$ cat config.mk
export PLATFORM = sky130hd
export DESIGN_NAME = counter_cmd_ctrl
export DESIGN_NICKNAME = d
export VERILOG_FILES = /design/src/rtl/counter_ctrl_pkg.sv /design/src/rtl/counter_cmd_ctrl_step_burst.sv /design/src/rtl/counter_cmd_ctrl.sv
export SDC_FILE = /design/constraint.sdc
export NUM_CORES = 1
export LEC_CHECK = 0
export ABC_AREA = 1
export BUFFER_PORTS_ARGS = -buffer_cell sky130_fd_sc_hd__buf_2
export CAP_MARGIN = 20
export CORE_AREA = 2 2 41 43
export DETAILED_ROUTE_END_ITERATION = 16
export DIE_AREA = 0 0 43 45
export PLACE_DENSITY = 0.8
export SLEW_MARGIN = 20
export SYNTH_ARGS = -nofsm -noshare
export SYNTH_HDL_FRONTEND = slang
export SYNTH_SLANG_ARGS = --single-unit
$ cat constraint.sdc
create_clock -name clk -period 1.8 [get_ports clk]
set_clock_uncertainty 0.15 [all_clocks]
set_input_delay 0.36 -clock clk [delete_from_list [all_inputs] [get_ports clk]]
set_output_delay 0.36 -clock clk [all_outputs]
set_load 0.02 [all_outputs]
$ cat src/rtl/counter_ctrl_pkg.sv
// Shared opcodes, FSM state encoding and helpers for the counter command
// controller. STEP support is selected with the CTR_STEP_CMD_EN macro.
package counter_ctrl_pkg;

    localparam int OP_W = 8;

    localparam logic [OP_W-1:0] OP_NOP     = 8'h00;
    localparam logic [OP_W-1:0] OP_LOAD    = 8'h01;
    localparam logic [OP_W-1:0] OP_RUN     = 8'h02;
    localparam logic [OP_W-1:0] OP_STOP    = 8'h03;
    localparam logic [OP_W-1:0] OP_OE_ON   = 8'h04;
    localparam logic [OP_W-1:0] OP_OE_OFF  = 8'h05;
    localparam logic [OP_W-1:0] OP_STEP    = 8'h06;
    localparam logic [OP_W-1:0] OP_CLR_ERR = 8'h07;

`ifdef CTR_STEP_CMD_EN
    typedef enum logic [1:0] {
        ST_IDLE,
        ST_GET_ARG,
        ST_LOAD_PULSE,
        ST_STEP_RUN
    } state_t;
`else
    typedef enum logic [1:0] {
        ST_IDLE,
        ST_GET_ARG,
        ST_LOAD_PULSE
    } state_t;
`endif

    // Opcodes that are followed by one argument byte
    function automatic logic needs_arg(input logic [OP_W-1:0] op);
`ifdef CTR_STEP_CMD_EN
        return (op == OP_LOAD) || (op == OP_STEP);
`else
        return (op == OP_LOAD);
`endif
    endfunction

endpackage

$ cat src/rtl/counter_cmd_ctrl_step_burst.sv
// Loadable down-counter that times a STEP burst; o_done flags the last
// cycle of the burst so the controller can leave STEP_RUN on that edge.
module step_burst #(
    parameter int STEP_W = 8
) (
    input  logic              clk,
    input  logic              rst,
    input  logic              i_load,
    input  logic [STEP_W-1:0] i_val,
    input  logic              i_dec,
    output logic              o_done
);

    logic [STEP_W-1:0] r_cnt;

    // Load with the burst length, then count down once per burst cycle
    always_ff @(posedge clk) begin
        if (rst) begin
            r_cnt <= '0;
        end else if (i_load) begin
            r_cnt <= i_val;
        end else if (i_dec && (r_cnt != '0)) begin
            r_cnt <= r_cnt - 1'b1;
        end
    end

    assign o_done = (r_cnt <= STEP_W'(1));

endmodule

$ cat src/rtl/counter_cmd_ctrl.sv
// Byte command decoder driving the programmable counter control inputs.
// Optional STEP burst command compiled in with CTR_STEP_CMD_EN.
module counter_cmd_ctrl
    import counter_ctrl_pkg::*;
#(
    parameter int STEP_W = 8
) (
    input  logic       clk,
    input  logic       rst,
    input  logic       cmd_valid,
    input  logic [7:0] cmd_data,
    output logic       cmd_ready,
    output logic       ctr_en,
    output logic       ctr_load,
    output logic [7:0] ctr_load_val,
    output logic       ctr_oe,
    output logic       busy,
    output logic       err
);

    if (STEP_W < 1) begin : g_bad_step_w
        $error("STEP_W must be at least 1");
    end

    state_t     r_state;
    state_t     w_state_nxt;
    logic       r_run;
    logic       w_run_nxt;
    logic       r_oe;
    logic       w_oe_nxt;
    logic       r_err;
    logic       w_err_nxt;
    logic [7:0] r_load_val;
    logic [7:0] w_load_val_nxt;
    logic       r_ctr_en;
    logic       r_ctr_load;
    logic       w_en_nxt;
    logic       w_xfer;

    assign cmd_ready = !rst && ((r_state == ST_IDLE) ||
                                (r_state == ST_GET_ARG));
    assign busy      = !rst && (r_state != ST_IDLE);
    assign w_xfer    = cmd_valid && cmd_ready;

`ifdef CTR_STEP_CMD_EN
    logic              r_pend_step;
    logic              w_pend_step_nxt;
    logic              w_step_load;
    logic              w_step_dec;
    logic              w_step_done;
    logic [STEP_W-1:0] w_step_arg;

    assign w_step_arg = STEP_W'(cmd_data);

    step_burst #(
        .STEP_W (STEP_W)
    ) u_step_burst (
        .clk    (clk),
        .rst    (rst),
        .i_load (w_step_load),
        .i_val  (w_step_arg),
        .i_dec  (w_step_dec),
        .o_done (w_step_done)
    );

    // Remember which argument-taking opcode is waiting for its byte
    always_ff @(posedge clk) begin
        if (rst) begin
            r_pend_step <= 1'b0;
        end else begin
            r_pend_step <= w_pend_step_nxt;
        end
    end
`endif

    // FSM state register
    always_ff @(posedge clk) begin
        if (rst) begin
            r_state <= ST_IDLE;
        end else begin
            r_state <= w_state_nxt;
        end
    end

    // Next-state and next-flag decode of the accepted byte
    always_comb begin
        w_state_nxt    = r_state;
        w_run_nxt      = r_run;
        w_oe_nxt       = r_oe;
        w_err_nxt      = r_err;
        w_load_val_nxt = r_load_val;
`ifdef CTR_STEP_CMD_EN
        w_pend_step_nxt = r_pend_step;
        w_step_load     = 1'b0;
        w_step_dec      = 1'b0;
`endif
        unique case (r_state)
            ST_IDLE: begin
                if (w_xfer) begin
                    if (needs_arg(cmd_data)) begin
                        w_state_nxt = ST_GET_ARG;
`ifdef CTR_STEP_CMD_EN
                        w_pend_step_nxt = (cmd_data == OP_STEP);
`endif
                    end else begin
                        case (cmd_data)
                            OP_NOP:     ;
                            OP_RUN:     w_run_nxt = 1'b1;
                            OP_STOP:    w_run_nxt = 1'b0;
                            OP_OE_ON:   w_oe_nxt  = 1'b1;
                            OP_OE_OFF:  w_oe_nxt  = 1'b0;
                            OP_CLR_ERR: w_err_nxt = 1'b0;
                            default:    w_err_nxt = 1'b1;
                        endcase
                    end
                end
            end
            ST_GET_ARG: begin
                if (w_xfer) begin
`ifdef CTR_STEP_CMD_EN
                    if (r_pend_step) begin
                        if (w_step_arg != '0) begin
                            w_state_nxt = ST_STEP_RUN;
                            w_step_load = 1'b1;
                        end else begin
                            w_state_nxt = ST_IDLE;
                        end
                    end else begin
                        w_load_val_nxt = cmd_data;
                        w_state_nxt    = ST_LOAD_PULSE;
                    end
`else
                    w_load_val_nxt = cmd_data;
                    w_state_nxt    = ST_LOAD_PULSE;
`endif
                end
            end
            ST_LOAD_PULSE: begin
                w_state_nxt = ST_IDLE;
            end
`ifdef CTR_STEP_CMD_EN
            ST_STEP_RUN: begin
                w_step_dec = 1'b1;
                if (w_step_done) begin
                    w_state_nxt = ST_IDLE;
                end
            end
`endif
            default: begin
                w_state_nxt = ST_IDLE;
            end
        endcase
`ifdef CTR_STEP_CMD_EN
        w_en_nxt = (w_state_nxt == ST_STEP_RUN) || w_run_nxt;
`else
        w_en_nxt = w_run_nxt;
`endif
    end

    // Registered flags and counter control outputs
    always_ff @(posedge clk) begin
        if (rst) begin
            r_run      <= 1'b0;
            r_oe       <= 1'b0;
            r_err      <= 1'b0;
            r_load_val <= 8'h00;
            r_ctr_en   <= 1'b0;
            r_ctr_load <= 1'b0;
        end else begin
            r_run      <= w_run_nxt;
            r_oe       <= w_oe_nxt;
            r_err      <= w_err_nxt;
            r_load_val <= w_load_val_nxt;
            r_ctr_en   <= w_en_nxt;
            r_ctr_load <= (w_state_nxt == ST_LOAD_PULSE);
        end
    end

    assign ctr_en       = r_ctr_en;
    assign ctr_load     = r_ctr_load;
    assign ctr_load_val = r_load_val;
    assign ctr_oe       = r_oe;
    assign err          = r_err;

endmodule

==> results of run 1 <==
-- worst max path at each step --
stage | slack [ps] | endpoint | depth (start not counted)
CTS | 220 | busy | 3
detailed placement | 390 | ctr_en$_SDFFE_PP0P_ | 7
global placement | 460 | ctr_oe$_SDFFE_PP0P_ | 7
finish | 220 | busy | 3
global route | 170 | busy | 3
floorplan | 440 | busy | 2
-- per-stage QoR --
| step | instances | util [%] | worst slack (ps) | total power, mW |
|---|---|---|---|---|
| 2_1_floorplan | 88 | - | 437 | 0.352 |
| 3_3_place_gp | 128 | 57.2 | 464 | 0.378 |
| 3_5_place_dp | 128 | 57.2 | 390 | 0.379 |
| 4_1_cts | 132 | 59.7 | 218 | 0.605 |
| 5_1_grt | 132 | 59.7 | 170 | 0.629 |
| 6_report | 132 | 59.7 | 220 | 0.601 |
-- layout by cell type, fill, tap and decap left out, types with 2 or more instances in the layout --
cell      count
buf_2        24
nand2_1      17
dfxtp_1      14
nor2_1       12
inv_1        11
nand2_2       8
a21oi_2       8
nor2_4        3
clkbuf_4      3
nand4_1       2
nand3_1       2
nand2_4       2
-- cell families (layout without fill, tap and decap cells) --
family	count (synthesis)	in the layout	share of synthesized area (%)
and+or+nand+nor	49	49	38.1
buffers and inverters	14	42	9.48
AOI/OAI and AO/OA	11	11	12.3
DFF	14	14	40.1
-- report_power, final --
group	total, mW	switching [mW]	internal, mW
Sequential	0.312	0.000735	0.311
Combinational	0.0612	0.0403	0.0209
Clock	0.228	0.105	0.123
Total	0.601	0.146	0.455
-- layout make-up --
cell class / instances / area, um2
fillers: 137 / 593
well taps: 16 / 20.0
flip-flops and latches: 14 / 280
repair buffers: 25 / 128
multi-input cells: 60 / 353
clock buffers: 4 / 36.3
inverters: 13 / 61.3
-- metal layers --
layer	wire [um]	track usage (%)
met5	0	0
met4	44	12.7
met3	65	2.40
met2	691	26.7
met1	677	21.3
-- sequential cells by signal, summed over array words and instances, names as in the netlist --
signal and cells:
ctr_en 1, ctr_load 1, ctr_load_val 8, ctr_oe 1, err 1, r_state 2
-- worst max-delay path: cells and delay by family, from the launching register on --
family	cells	cell delay [ps]
and+or+nand+nor	2	160
DFF	1	460
buffers and inverters	1	170
==> results.txt, run 1 <==
Hold Crit Depth -> 2
post-CTS sizing -> 0
Synth Cell Area -> 699 um2
Final period util -> 87.8%
RSZ-0062 raised after global routing -> false
vias in the first global route -> 556
gr ovfl total -> 0
Yosys reg bits -> 14
worst skew pair latency -> 280 ps
DRC Markers -> 0
design area -> 878 um2
Total Wirelength -> 1480 um
hold_sp -> rst
Max VDD drop -> 0.385 mV
Synth warnings -> 0
Max-slew headroom -> 83.4%
I/O Buffers -> 24
share of the synthesized area in the top cell type -> 40.1%
Most used DFF post-synth -> dfxtp_1
CP dominant cell by count -> nor2_1
Iteration-0 DRC Markers -> 17
slowest stage cell, crit path -> dfxtp_1
CTS Sinks -> 14
initial cell density of the core -> 47.5%
hold_ws -> 166 ps
H-tree depth -> 1
Synth area leaders -> dfxtp_1, a21oi_2, nand2_1, nand2_2, nor2_1
top cells by count, synth -> nand2_1, dfxtp_1, nor2_1
Worst Hold Class -> input pin to flip-flop
most common cell in the netlist -> nand2_1
DR pass1 iterations -> 4
Post-Syn Area per Cell -> 7.95 um2
die area -> 0.00194 mm2
routability cong. -> 0.804
Cell Pwr Density -> 684 mW/mm2
first-pass GRT wire length -> 2370 um
post-synthesis cell count -> 88
GRT Total Usage -> 16.9%
Mapped Nets -> 99
# rows -> 14
CP cell instances -> nor2_1, nor2_1, buf_2
Ant. Diodes -> 0
Fin Setup TNS -> 0 ps
CTS root buffer -> clkbuf_4
Setup violations, final -> 0
status -> finished clean
TritonCTS clock tree -> built
end of the worst hold path -> r_state[0]$_SDFF_PP0_
CTS buffer count -> 3
Die X -> 43 um
post-route minimum period -> 1580 ps
dpl hpwl -> 1110 um
DIE HEIGHT -> 45 um
origin of the critical flop-to-flop path -> r_state[1]$_SDFF_PP0_
cell taking the most area after synthesis -> dfxtp_1
max incr delay on CP -> 460 ps
r2r setup slk -> 580 ps
core box area -> 0.00147 mm2
# nets final -> 128
Max Slew Vio Count -> 0
routed via count -> 632
Clock Path Buffers -> 2
Seq/Total Area, Yosys -> 40.1%
Area after DPL -> 842 um2
Setup Crit Path Kind -> flip-flop to output pin
data arrival time of the critical path -> 1070 ps
Max Freq -> 0.633 GHz
Setup crit end kind -> output pin
I/O Pins -> 25
EDFF count, synth -> 0
r2r endpoint -> ctr_en$_SDFFE_PP0P_
cells on worst reg2reg path -> 7
initial antenna violation count -> 0
largest net degree at the start of global routing -> 11
number of max-cap violations -> 0
drt wl/cell -> 11.2 um
Routed Antenna Nets -> 0
Slew @ Worst Pin -> 248 ps
startpoint types -> flip-flop
total leakage power -> 0.443 nW
CTS clk-pin slew, worst paths -> 80 ps
P&R area growth vs syn -> 25.6%
Post-CTS Setup Repair Bufs -> 0
share of cells above drive strength 1 -> 46.6%
Final Hold Viols -> 0
crit path max fanout -> 4
crit path from -> r_state[0]$_SDFF_PP0_
Critical Path RT -> 1290 ps
asr flop ratio synth -> 0%
Hold-fix buffers, CTS -> 0
Netlist cell types -> 19
vias per inst -> 4.79
(Power assumes the default switching activity.)
==> run 2: changes to the inputs <==
CTS_CLUSTER_DIAMETER = 60   (was unset)
RECOVER_POWER = 25   (was unset)
SLEW_MARGIN = 0   (was 20)
==> results.txt, run 2 (synthesis gave the netlist of run 1 again) <==
status -> finished clean
Hold Crit Depth -> 2
post-layout util -> 58.0%
die area -> 0.00194 mm2
startpoint types -> flip-flop
cells on worst reg2reg path -> 7
Final period util -> 83.5%
Worst Hold Class -> input pin to flip-flop
design area -> 853 um2
crit path max fanout -> 3
Area after DPL -> 842 um2
routability cong. -> 0.804
Setup crit end kind -> output pin
share of cells above drive strength 1 -> 41.4%
Max VDD drop -> 0.390 mV
# rows -> 14
worst skew pair latency -> 280 ps
r2r setup slk -> 300 ps
origin of the critical flop-to-flop path -> r_state[1]$_SDFF_PP0_
post-CTS sizing -> 0
end of the worst hold path -> r_state[0]$_SDFF_PP0_
slowest stage cell, crit path -> dfxtp_1
first-pass GRT wire length -> 2370 um
r2r endpoint -> ctr_load_val[1]$_SDFFE_PP0P_
RSZ-0062 raised after global routing -> false
dpl hpwl -> 1110 um
number of max-cap violations -> 0
Setup Crit Path Kind -> flip-flop to output pin
WP buf/inv -> 1
commonest non-fill, non-tap cell in the layout -> buf_2
Clock Path Buffers -> 2
Max-slew headroom -> 63.9%
DR pass1 iterations -> 4
Final Hold Viols -> 0
Max Freq -> 0.665 GHz
Post-CTS Setup Repair Bufs -> 0
Setup violations, final -> 0
most frequent cells in the layout -> buf_2, nand2_1, dfxtp_1
hold_sp -> rst
total leakage power -> 0.427 nW
Max Slew Vio Count -> 0
DIE HEIGHT -> 45 um
Iteration-0 DRC Markers -> 8
Hold-fix buffers, CTS -> 0
max incr delay on CP -> 390 ps
Critical Path RT -> 1290 ps
gr ovfl total -> 0
Largest register FFs -> 8
drt wl/cell -> 11.5 um
data arrival time of the critical path -> 990 ps
CTS root buffer -> clkbuf_4
DRC Markers -> 0
Largest delay share family, worst path -> flip-flops
I/O Buffers -> 24
largest net degree at the start of global routing -> 11
CTS Sinks -> 14
hold_ws -> 171 ps
TritonCTS clock tree -> built
Total Wirelength -> 1520 um
Routed Antenna Nets -> 0
Fin Setup TNS -> 0 ps
GRT Total Usage -> 16.9%
P&R area growth vs syn -> 22.0%
routed via count -> 644
Slew @ Worst Pin -> 541 ps
initial antenna violation count -> 0
CTS buffer count -> 3
initial cell density of the core -> 47.5%
post-route minimum period -> 1500 ps
vias in the first global route -> 556
Cell Pwr Density -> 703 mW/mm2
core box area -> 0.00147 mm2
I/O Pins -> 25
Ant. Diodes -> 0
H-tree depth -> 1
CP cell instances -> nor2_1, nor2_1, buf_2
Die X -> 43 um
CTS clk-pin slew, worst paths -> 80 ps
CP dominant cell by count -> nor2_1
vias per inst -> 4.88
# nets final -> 128
crit path from -> r_state[1]$_SDFF_PP0_
## run 2: through the flow
stage / power, mW / worst slack [ps] / std cells
3_5_place_dp: 0.379 / 390 / 128
5_1_grt: 0.626 / 225 / 132
6_report: 0.600 / 297 / 132
4_1_cts: 0.605 / 218 / 132
3_3_place_gp: 0.378 / 464 / 128
2_1_floorplan: 0.352 / 437 / 88
## run 2: report_power, final
| part | internal, mW | total (mW) | switching, mW |
|---|---|---|---|
| combinational | 0.0202 | 0.0591 | 0.0389 |
| sequential | 0.311 | 0.312 | 0.000711 |
| clock | 0.123 | 0.229 | 0.106 |
## run 2: worst max path at each step
stage / end / cells after the start / slack (ps)
after global routing: ctr_load_val[6]$_SDFFE_PP0P_ / 7 / 220
after global placement: ctr_oe$_SDFFE_PP0P_ / 7 / 460
final: busy / 3 / 300
after floorplan: busy / 2 / 440
after CTS: busy / 3 / 220
after detailed placement: ctr_en$_SDFFE_PP0P_ / 7 / 390
## run 2: layout make-up
class	count	area [um2]
Fill cell	143	618
Multi-Input combinational cell	60	328
Sequential cell	14	280
Timing Repair Buffer	25	128
Inverter	13	61.3
Clock buffer	4	36.3
Tap cell	16	20.0
## run 2: metal layers
| layer | vias up | track usage, % | routed length [um] |
|---|---|---|---|
| li1 | 329 | - | - |
| met1 | 289 | 21.3 | 700 |
| met2 | 24 | 26.7 | 723 |
| met3 | 2 | 2.40 | 73 |
| met4 | 0 | 12.7 | 19 |
| met5 | - | 0 | 0 |
